## src/rtl/alu_bist.sv

```systemverilog
// Built-in self-test engine for the 8-bit ALU.
// Drives LFSR operands for each opcode and checks results against a golden model.
module alu_bist #(
    parameter int          NUM_VECTORS = 256,
    parameter logic [15:0] LFSR_SEED   = 16'hACE1
) (
    input  logic       Clk,
    input  logic       Reset,
    input  logic       Start,
    output logic [7:0] AluInputA,
    output logic [7:0] AluInputB,
    output logic       AluSC_in,
    output logic [2:0] AluOP,
    input  logic [7:0] AluOut,
    input  logic       AluZero,
    output logic       Busy,
    output logic       Done,
    output logic       Pass,
    output logic [7:0] ErrCount,
    output logic [2:0] FirstFailOp,
    output logic [7:0] FirstFailA,
    output logic [7:0] FirstFailB
);

    localparam logic [1:0] S_IDLE  = 2'd0;
    localparam logic [1:0] S_DRIVE = 2'd1;
    localparam logic [1:0] S_CHECK = 2'd2;
    localparam logic [1:0] S_DONE  = 2'd3;

    // An all-zero seed would lock the LFSR up.
    localparam logic [15:0] SEED =
        (LFSR_SEED == 16'h0000) ? 16'h0001 : LFSR_SEED;
    localparam logic [15:0] LAST = 16'(NUM_VECTORS - 1);

    logic [1:0]  state;
    logic [15:0] lfsr;
    logic [15:0] lfsr_nxt;
    logic [15:0] vcnt;
    logic [7:0]  expect_out;
    logic        expect_zero;
    logic        mismatch;
    logic        last_vec;
    logic [2:0]  op_nxt;
    logic        start_ok;

    // Galois form of x^16+x^14+x^13+x^11+1.
    always_comb begin
        lfsr_nxt = {1'b0, lfsr[15:1]};
        if (lfsr[0])
            lfsr_nxt = lfsr_nxt ^ 16'hB400;
    end

    always_comb begin
        expect_out = 8'h00;
        unique case (AluOP)
            3'b000: expect_out = AluInputA + AluInputB;
            3'b001: expect_out = {AluInputA[6:0], AluSC_in};
            3'b010: expect_out = {1'b0, AluInputA[7:1]};
            3'b011: expect_out = AluInputA ^ AluInputB;
            3'b100: expect_out = AluInputA & AluInputB;
            3'b101: expect_out = AluInputA - AluInputB;
            3'b110: expect_out = 8'h00;
            3'b111: expect_out = {7'b0, ^AluInputA};
        endcase
    end

    assign expect_zero = (expect_out == 8'h00);
    assign mismatch    = (AluOut != expect_out) || (AluZero != expect_zero);
    assign last_vec    = (vcnt == LAST);
    assign op_nxt      = (AluOP == 3'b101) ? 3'b111 : AluOP + 3'd1;
    assign start_ok    = Start && (state == S_IDLE || state == S_DONE);

    assign Busy = (state == S_DRIVE) || (state == S_CHECK);
    assign Done = (state == S_DONE);
    assign Pass = Done && (ErrCount == 8'h00);

    always_ff @(posedge Clk or posedge Reset) begin
        if (Reset) begin
            state       <= S_IDLE;
            lfsr        <= SEED;
            vcnt        <= 16'h0000;
            AluInputA   <= 8'h00;
            AluInputB   <= 8'h00;
            AluSC_in    <= 1'b0;
            AluOP       <= 3'b000;
            ErrCount    <= 8'h00;
            FirstFailOp <= 3'b000;
            FirstFailA  <= 8'h00;
            FirstFailB  <= 8'h00;
        end else begin
            case (state)
                S_IDLE, S_DONE: begin
                    if (start_ok) begin
                        state       <= S_DRIVE;
                        lfsr        <= SEED;
                        vcnt        <= 16'h0000;
                        AluInputA   <= SEED[15:8];
                        AluInputB   <= SEED[7:0];
                        AluSC_in    <= SEED[15] ^ SEED[0];
                        AluOP       <= 3'b000;
                        ErrCount    <= 8'h00;
                        FirstFailOp <= 3'b000;
                        FirstFailA  <= 8'h00;
                        FirstFailB  <= 8'h00;
                    end
                end
                S_DRIVE: state <= S_CHECK;
                S_CHECK: begin
                    lfsr <= lfsr_nxt;
                    if (mismatch) begin
                        if (ErrCount != 8'hFF)
                            ErrCount <= ErrCount + 8'd1;
                        if (ErrCount == 8'h00) begin
                            FirstFailOp <= AluOP;
                            FirstFailA  <= AluInputA;
                            FirstFailB  <= AluInputB;
                        end
                    end
                    // Outputs hold the final vector once the run ends.
                    if (last_vec && AluOP == 3'b111) begin
                        state <= S_DONE;
                        vcnt  <= 16'h0000;
                    end else begin
                        state     <= S_DRIVE;
                        AluInputA <= lfsr_nxt[15:8];
                        AluInputB <= lfsr_nxt[7:0];
                        AluSC_in  <= lfsr_nxt[15] ^ lfsr_nxt[0];
                        if (last_vec) begin
                            vcnt  <= 16'h0000;
                            AluOP <= op_nxt;
                        end else begin
                            vcnt <= vcnt + 16'd1;
                        end
                    end
                end
                default: state <= S_IDLE;
            endcase
        end
    end

endmodule

```

## config.mk

```make
export PLATFORM = sky130hd
export DESIGN_NAME = alu_bist
export DESIGN_NICKNAME = d
export VERILOG_FILES = /design/src/rtl/alu_bist.sv
export SDC_FILE = /design/constraint.sdc
export NUM_CORES = 1
export LEC_CHECK = 0
export CAP_MARGIN = 10
export CORE_ASPECT_RATIO = 1.5
export CORE_MARGIN = 5
export CORE_UTILIZATION = 55
export DETAILED_ROUTE_END_ITERATION = 7
export MAX_ROUTING_LAYER = met4
export PLACE_DENSITY = 0.76
export SYNTH_ARGS = -nofsm -noshare
export SYNTH_HDL_FRONTEND = slang
export SYNTH_SLANG_ARGS = --single-unit
```

## constraint.sdc

```tcl
create_clock -name Clk -period 7.2 [get_ports Clk]
set_input_delay 1.8 -clock Clk [delete_from_list [all_inputs] [get_ports Clk]]
set_output_delay 1.8 -clock Clk [all_outputs]
set_load 0.05 [all_outputs]
```

# Word-level counts from Yosys, hierarchy flattened
# Cells that the tools add are included.
# word_totals
register_bits	81
latch_bits	0
ramBits	0
rom_bits	0
in_bits	12
out_inout_bits	50
wordCells	96
memories	0
# classes
add_sub_neg	5
multipliers	0
n_div	0
n_lt_le_gt_ge	0
n_eq_ne	20
shift	0
mux	38
n_bitwise	4
n_reduce_logical	18
# op_table
cell	count
2-to-1 mux 8 bit	11
2-to-1 mux 16 bit	5
one-hot mux 8 bit (2 select lines)	5
one-hot mux 16 bit (2 select lines)	2
one-hot mux 8 bit (8 select lines)	1
2-to-1 mux 3 bit	6
adder 16 x 1 -> 16 bit (second input constant)	1
equality test 16 x 8 -> 1 bit (second input constant)	1
zero test 8 bit	2
equality test 3 bit (second input constant)	4
one-hot mux 3 bit (2 select lines)	2
AND reduction 4 bit	3
adder 8 x 1 -> 8 bit (second input constant)	1
adder 8 bit	1
AND 8 bit	1
inequality test 2 bit (second input constant)	4
inequality test 8 bit	1
inequality test 8 bit (second input constant)	1
XOR reduction 8 bit	1
subtractor 8 bit	1
XOR 8 bit	1
equality test 3 x 2 -> 1 bit (second input constant)	2
one-hot mux 2 bit (3 select lines)	1
equality test 2 bit (second input constant)	2
18 further kinds	25

# Depth between registers and ports, before layout
# logic_depth
depth_word	7
ltp_mapped	19
ltp_nobuf	16

# Worst setup path after synthesis
# No wires, ideal clock.
# synth_path
kind	reg-to-reg
start	register AluOP[1]
end	register FirstFailA[7]
setup_time_ns	0.079
arrival_ns	4.125
path_slack_ns	2.995
stages_incl_launch_ff	20
path_buffers	4
period_less_slack_ns	4.205
cell_sequence	dfrtp_1 inv_1 ha_1 buf_2 and2_0 clkbuf_1 nor2_1 xnor2_1 ha_1 nor2b_1 o2111ai_1 nand2_1 xor2_1 o31a_1 or4b_1 nand4_1 o211a_1 buf_6 buf_8 mux2i_1
# synth_via
elab_chain_cells	7
elab_cells_between_ends	15
cone_classes	eq/ne (10); mux (1); reduce/logical (4)
# synth_rtl
item	line_no	rtl
from (decl)	13	output logic [2:0] AluOP,
from (signal assigned)	130	AluOP <= op_nxt;
equality test 3 bit, or another cell as far along	55	unique case (AluOP)
one-hot mux 8 bit (8 select lines) *	55	
zero test 8 bit	67	assign expect_zero = (expect_out == 8'h00);
inequality test 1 bit	68	assign mismatch = (AluOut != expect_out) || (AluZero != expect_zero);
logical OR 1 bit *	68	
inequality test 2 bit (no line) *	-	
AND reduction 4 bit (no line) *	-	
to (signal assigned)	115	FirstFailA <= AluInputA;
to (decl)	21	output logic [7:0] FirstFailA,
# Every way passes the cells marked *; elsewhere a longest branch is shown, timed or not.
# A chain may end at the register's enable or synchronous reset.

# Worst setup path in the final report
# layout_path
start	register AluOP[1]
end	register FirstFailA[1]
# The elaborated chain is that of the path after synthesis.

==> run_results.csv <==
group,metric,value,unit
floorplanning,die-area,0.0112,mm^2
synthesis,synth_edf_count,0,
clock_tree,cts_tree,"yes",
synthesis,synth_top_flop_cell,"dfrtp_1",
floorplanning,core_area,0.00888,mm^2
timing,maxSlewHeadroom,0.275,
critical_path,rrSetupSlack,2050,ps
cells_and_area,antennaDiodeCount,0,
timing,drv_slew,0,
critical_path,critical_path_class,"reg2reg",
critical_path,crit_fanout,19,
critical_path,setup.worst_path.start_class,"register",
routing,vias,4347,
routing,drtIter0Drc,284,
routing,post_drt_wl_per_cell,18.5,um
critical_path,r2r_start,"AluOP[1]$_DFFE_PP0P_",
timing,hold_violations,0,
routing,drc,0,
timing,setup_tns,0,ps
clock_tree,clkSinkCount,81,
cells_and_area,nFillCells,712,
run_status,outcome,"completed",
clock_tree,h-tree-depth,3,
global_routing,grt_max_degree,82,
routing,antenna_left,0,
placed_design,hpwl,9.66,mm
floorplanning,fp.dieW,88.2,um
hold_path,whs_endpoint,"vcnt[5]$_DFFE_PP0P_",
synthesis,yosysSeqAreaShare,0.403,
critical_path,rr_endpoint,"FirstFailA[1]$_DFFE_PP0P_",
synthesis,yosysUniqueCellTypes,70,
critical_path,end_kind,"register",
timing,setup_viol,0,
synthesis,ys_ff_latch,81,
floorplanning,die_h,127,um
critical_path,slowest_delay,970,ps
global_routing,gr-total-overflow,0,
placed_design,place_area,0.00570,mm^2
power,power.static_leakage,2.58,nW
synthesis,synthArstFlopShare,1.00,
floorplanning,rows,42,
timing,fin_skew,7.66,ps
clock_tree,cts_resized,0,
hold_path,holdPathStages,1,
cells_and_area,fin_nets,649,
clock_tree,clk_latency,330,ps
routing,firstDrtPassIters,5,
floorplanning,io_pins,62,
clock_tree,root_buffer,"clkbuf_16",
clock_tree,cts_made_buffers,9,
cells_and_area,final_util,0.680,
hold_path,min-delay-start,"vcnt[5]$_DFFE_PP0P_",
power,ir_worst_vdd,0.000490,V
timing,holdWs,506,ps
floorplanning,start_util,0.568,
synthesis,syn_inst,557,
timing,post-route-period-util,0.715,
routing,viasPerCell,6.01,
cells_and_area,final_layout_size_suffix_gt1_frac,0.0701,
critical_path,cpMostUsedCell,"ha_1",
clock_tree,post_cts_buffers,0,
critical_path,cp_data_arrival_time,5390,ps
job,cap_violations,0,
synthesis,ys_warn_count,0,
placed_design,place_congestion,0.901,
cells_and_area,area_growth,19.6,%
timing,tightest_slew,1090,ps
clock_tree,cts_buffer_depth,2,
global_routing,grt_pass1_wl,22.0,mm
global_routing,grtUsageTotal,0.257,
timing,period_needed,5150,ps
synthesis,postSynthAreaPerCell,9.06,um^2
power,power_density,474,mW/mm^2
synthesis,synth.cell_area,0.00505,mm^2
critical_path,cpMaxStageDelayCell,"o211a_1",
timing,rsz0062_at_grt,"no",
hold_path,holdCritPathClass,"reg2reg",
critical_path,r2r_cells,15,
critical_path,crit_required,7440,ps
routing,drt-total-wl,13.4,mm
global_routing,antenna_found_initial,0,
placed_design,port_buffers,61,
cells_and_area,final_cell_area,0.00604,mm^2
timing,fmax,194,MHz
global_routing,grt_pass1_vias,4385,
clock_tree,cts_hold_buf,0,
critical_path,cp_cell_sequence,"inv_1 > ha_1 > and2_0 > nor2_1 > xnor2_1 > ha_1 > nor2b_1 > o2111ai_1 > nand2_1 > xor2_1 > o31a_1 > or4b_1 > nand4_1 > o211a_1 > mux2i_1",
clock_tree,path_clk_slew,60,ps
synthesis,syn_nets,598,
==> cell families (layout without fill, tap and decap cells) <==
kind of cell / after synthesis / in the layout / share of synthesized area
AOI/OAI and AO/OA: 134 / 134 / 0.186
xor gates and xnor gates: 33 / 33 / 0.0572
adders and majority gates: 29 / 29 / 0.0734
buffers and inverters: 62 / 118 / 0.0533
DFF: 81 / 81 / 0.403
muxes: 24 / 24 / 0.0483
and+or+nand+nor: 194 / 194 / 0.179
==> worst max path at each step <==
stage                         start                    endpoint  slack (ps)
4_1_cts        AluOP[1]$_DFFE_PP0P_   FirstFailA[1]$_DFFE_PP0P_        2070
5_1_grt        AluOP[1]$_DFFE_PP0P_  FirstFailOp[2]$_DFFE_PP0P_        1740
2_1_floorplan  AluOP[1]$_DFFE_PP0P_   FirstFailA[7]$_DFFE_PP0P_        3000
3_3_place_gp   AluOP[1]$_DFFE_PP0P_   FirstFailA[7]$_DFFE_PP0P_        2280
3_5_place_dp   AluOP[1]$_DFFE_PP0P_   FirstFailA[1]$_DFFE_PP0P_        2100
6_report       AluOP[1]$_DFFE_PP0P_   FirstFailA[1]$_DFFE_PP0P_        2050
==> metal layers <==
| metal | GRT usage | up-vias | wire length, um |
|---|---|---|---|
| li1 | - | 2065 | - |
| met1 | 0.294 | 2112 | 5280 |
| met2 | 0.435 | 130 | 7140 |
| met3 | 0.0451 | 40 | 584 |
| met4 | 0.107 | 0 | 380 |
| met5 | - | - | 0 |
==> cell usage in the layout (no fill, tap or decap), types with 3 or more instances in the layout <==
cell,count
a21oi_1,10
a22o_1,8
a22oi_1,8
a31oi_1,7
a32oi_1,4
and2_1,6
and3_1,10
buf_4,5
clkbuf_16,9
clkdlybuf4s50_1,61
dfrtp_1,73
dfstp_2,8
ha_1,28
inv_1,34
mux2i_1,23
nand2_1,83
nand2b_1,7
nand3_1,19
nor2_1,36
nor2b_1,3
nor3_1,7
nor4_1,5
o2111ai_1,3
o21ai_0,44
o22a_1,8
o31ai_1,11
or3_1,4
xnor2_1,18
xor2_1,15
==> synth_stat cells (10+ instances only) <==
cell,instances,area (um^2)
nand3_1,19,95.1
xor2_1,15,131
o21ai_0,44,220
a21oi_1,10,50.1
mux2i_1,23,230
nor2_1,36,135
dfrtp_1,73,1830
inv_1,35,131
ha_1,28,350
o31ai_1,11,82.6
clkbuf_1,16,60.1
xnor2_1,18,158
and3_1,10,62.6
nand2_1,83,312
==> sequential cells by signal, summed over array words and instances (netlist names), 8 cells and up <==
signal	count
AluInputA	8
AluInputB	8
ErrCount	8
FirstFailA	8
lfsr	16
FirstFailB	8
vcnt	16
==> final cells by class <==
cell class | instances | area, um^2 | share of cell area
multi-input cells | 414 | 2740 | 0.454
flip-flops and latches | 81 | 2040 | 0.337
repair buffers | 66 | 648 | 0.107
clock buffers | 11 | 253 | 0.0418
well taps | 110 | 138 | 0.0228
inverters | 36 | 135 | 0.0224
clock inverters | 5 | 86.3 | 0.0143
==> report_power, final <==
group	switching [mW]	total (mW)	internal, mW
clock network	0.183	0.508	0.325
logic	1.02	1.64	0.623
registers	0.149	0.713	0.564
==> stage by stage <==
step / worst slack, ps / total power, mW / cells
3_5_place_dp: 2100 / 2.35 / 707
3_3_place_gp: 2280 / 2.31 / 707
2_1_floorplan: 3000 / 1.91 / 557
6_report: 2050 / 2.86 / 723
4_1_cts: 2070 / 2.88 / 723
5_1_grt: 1740 / 3.04 / 723
==> critical path, delay by kind of cell, from the launching register on <==
family	cells	cell delay (ps)
flip-flops	1	460
buffers and inverters	1	110
adder cells (fa/ha/maj)	2	700
AND/OR/NAND/NOR	6	1660
multiplexers	1	290
XOR/XNOR	2	280
AO/OA/AOI/OAI	3	1530
Power figures use the tool's default switching activity.
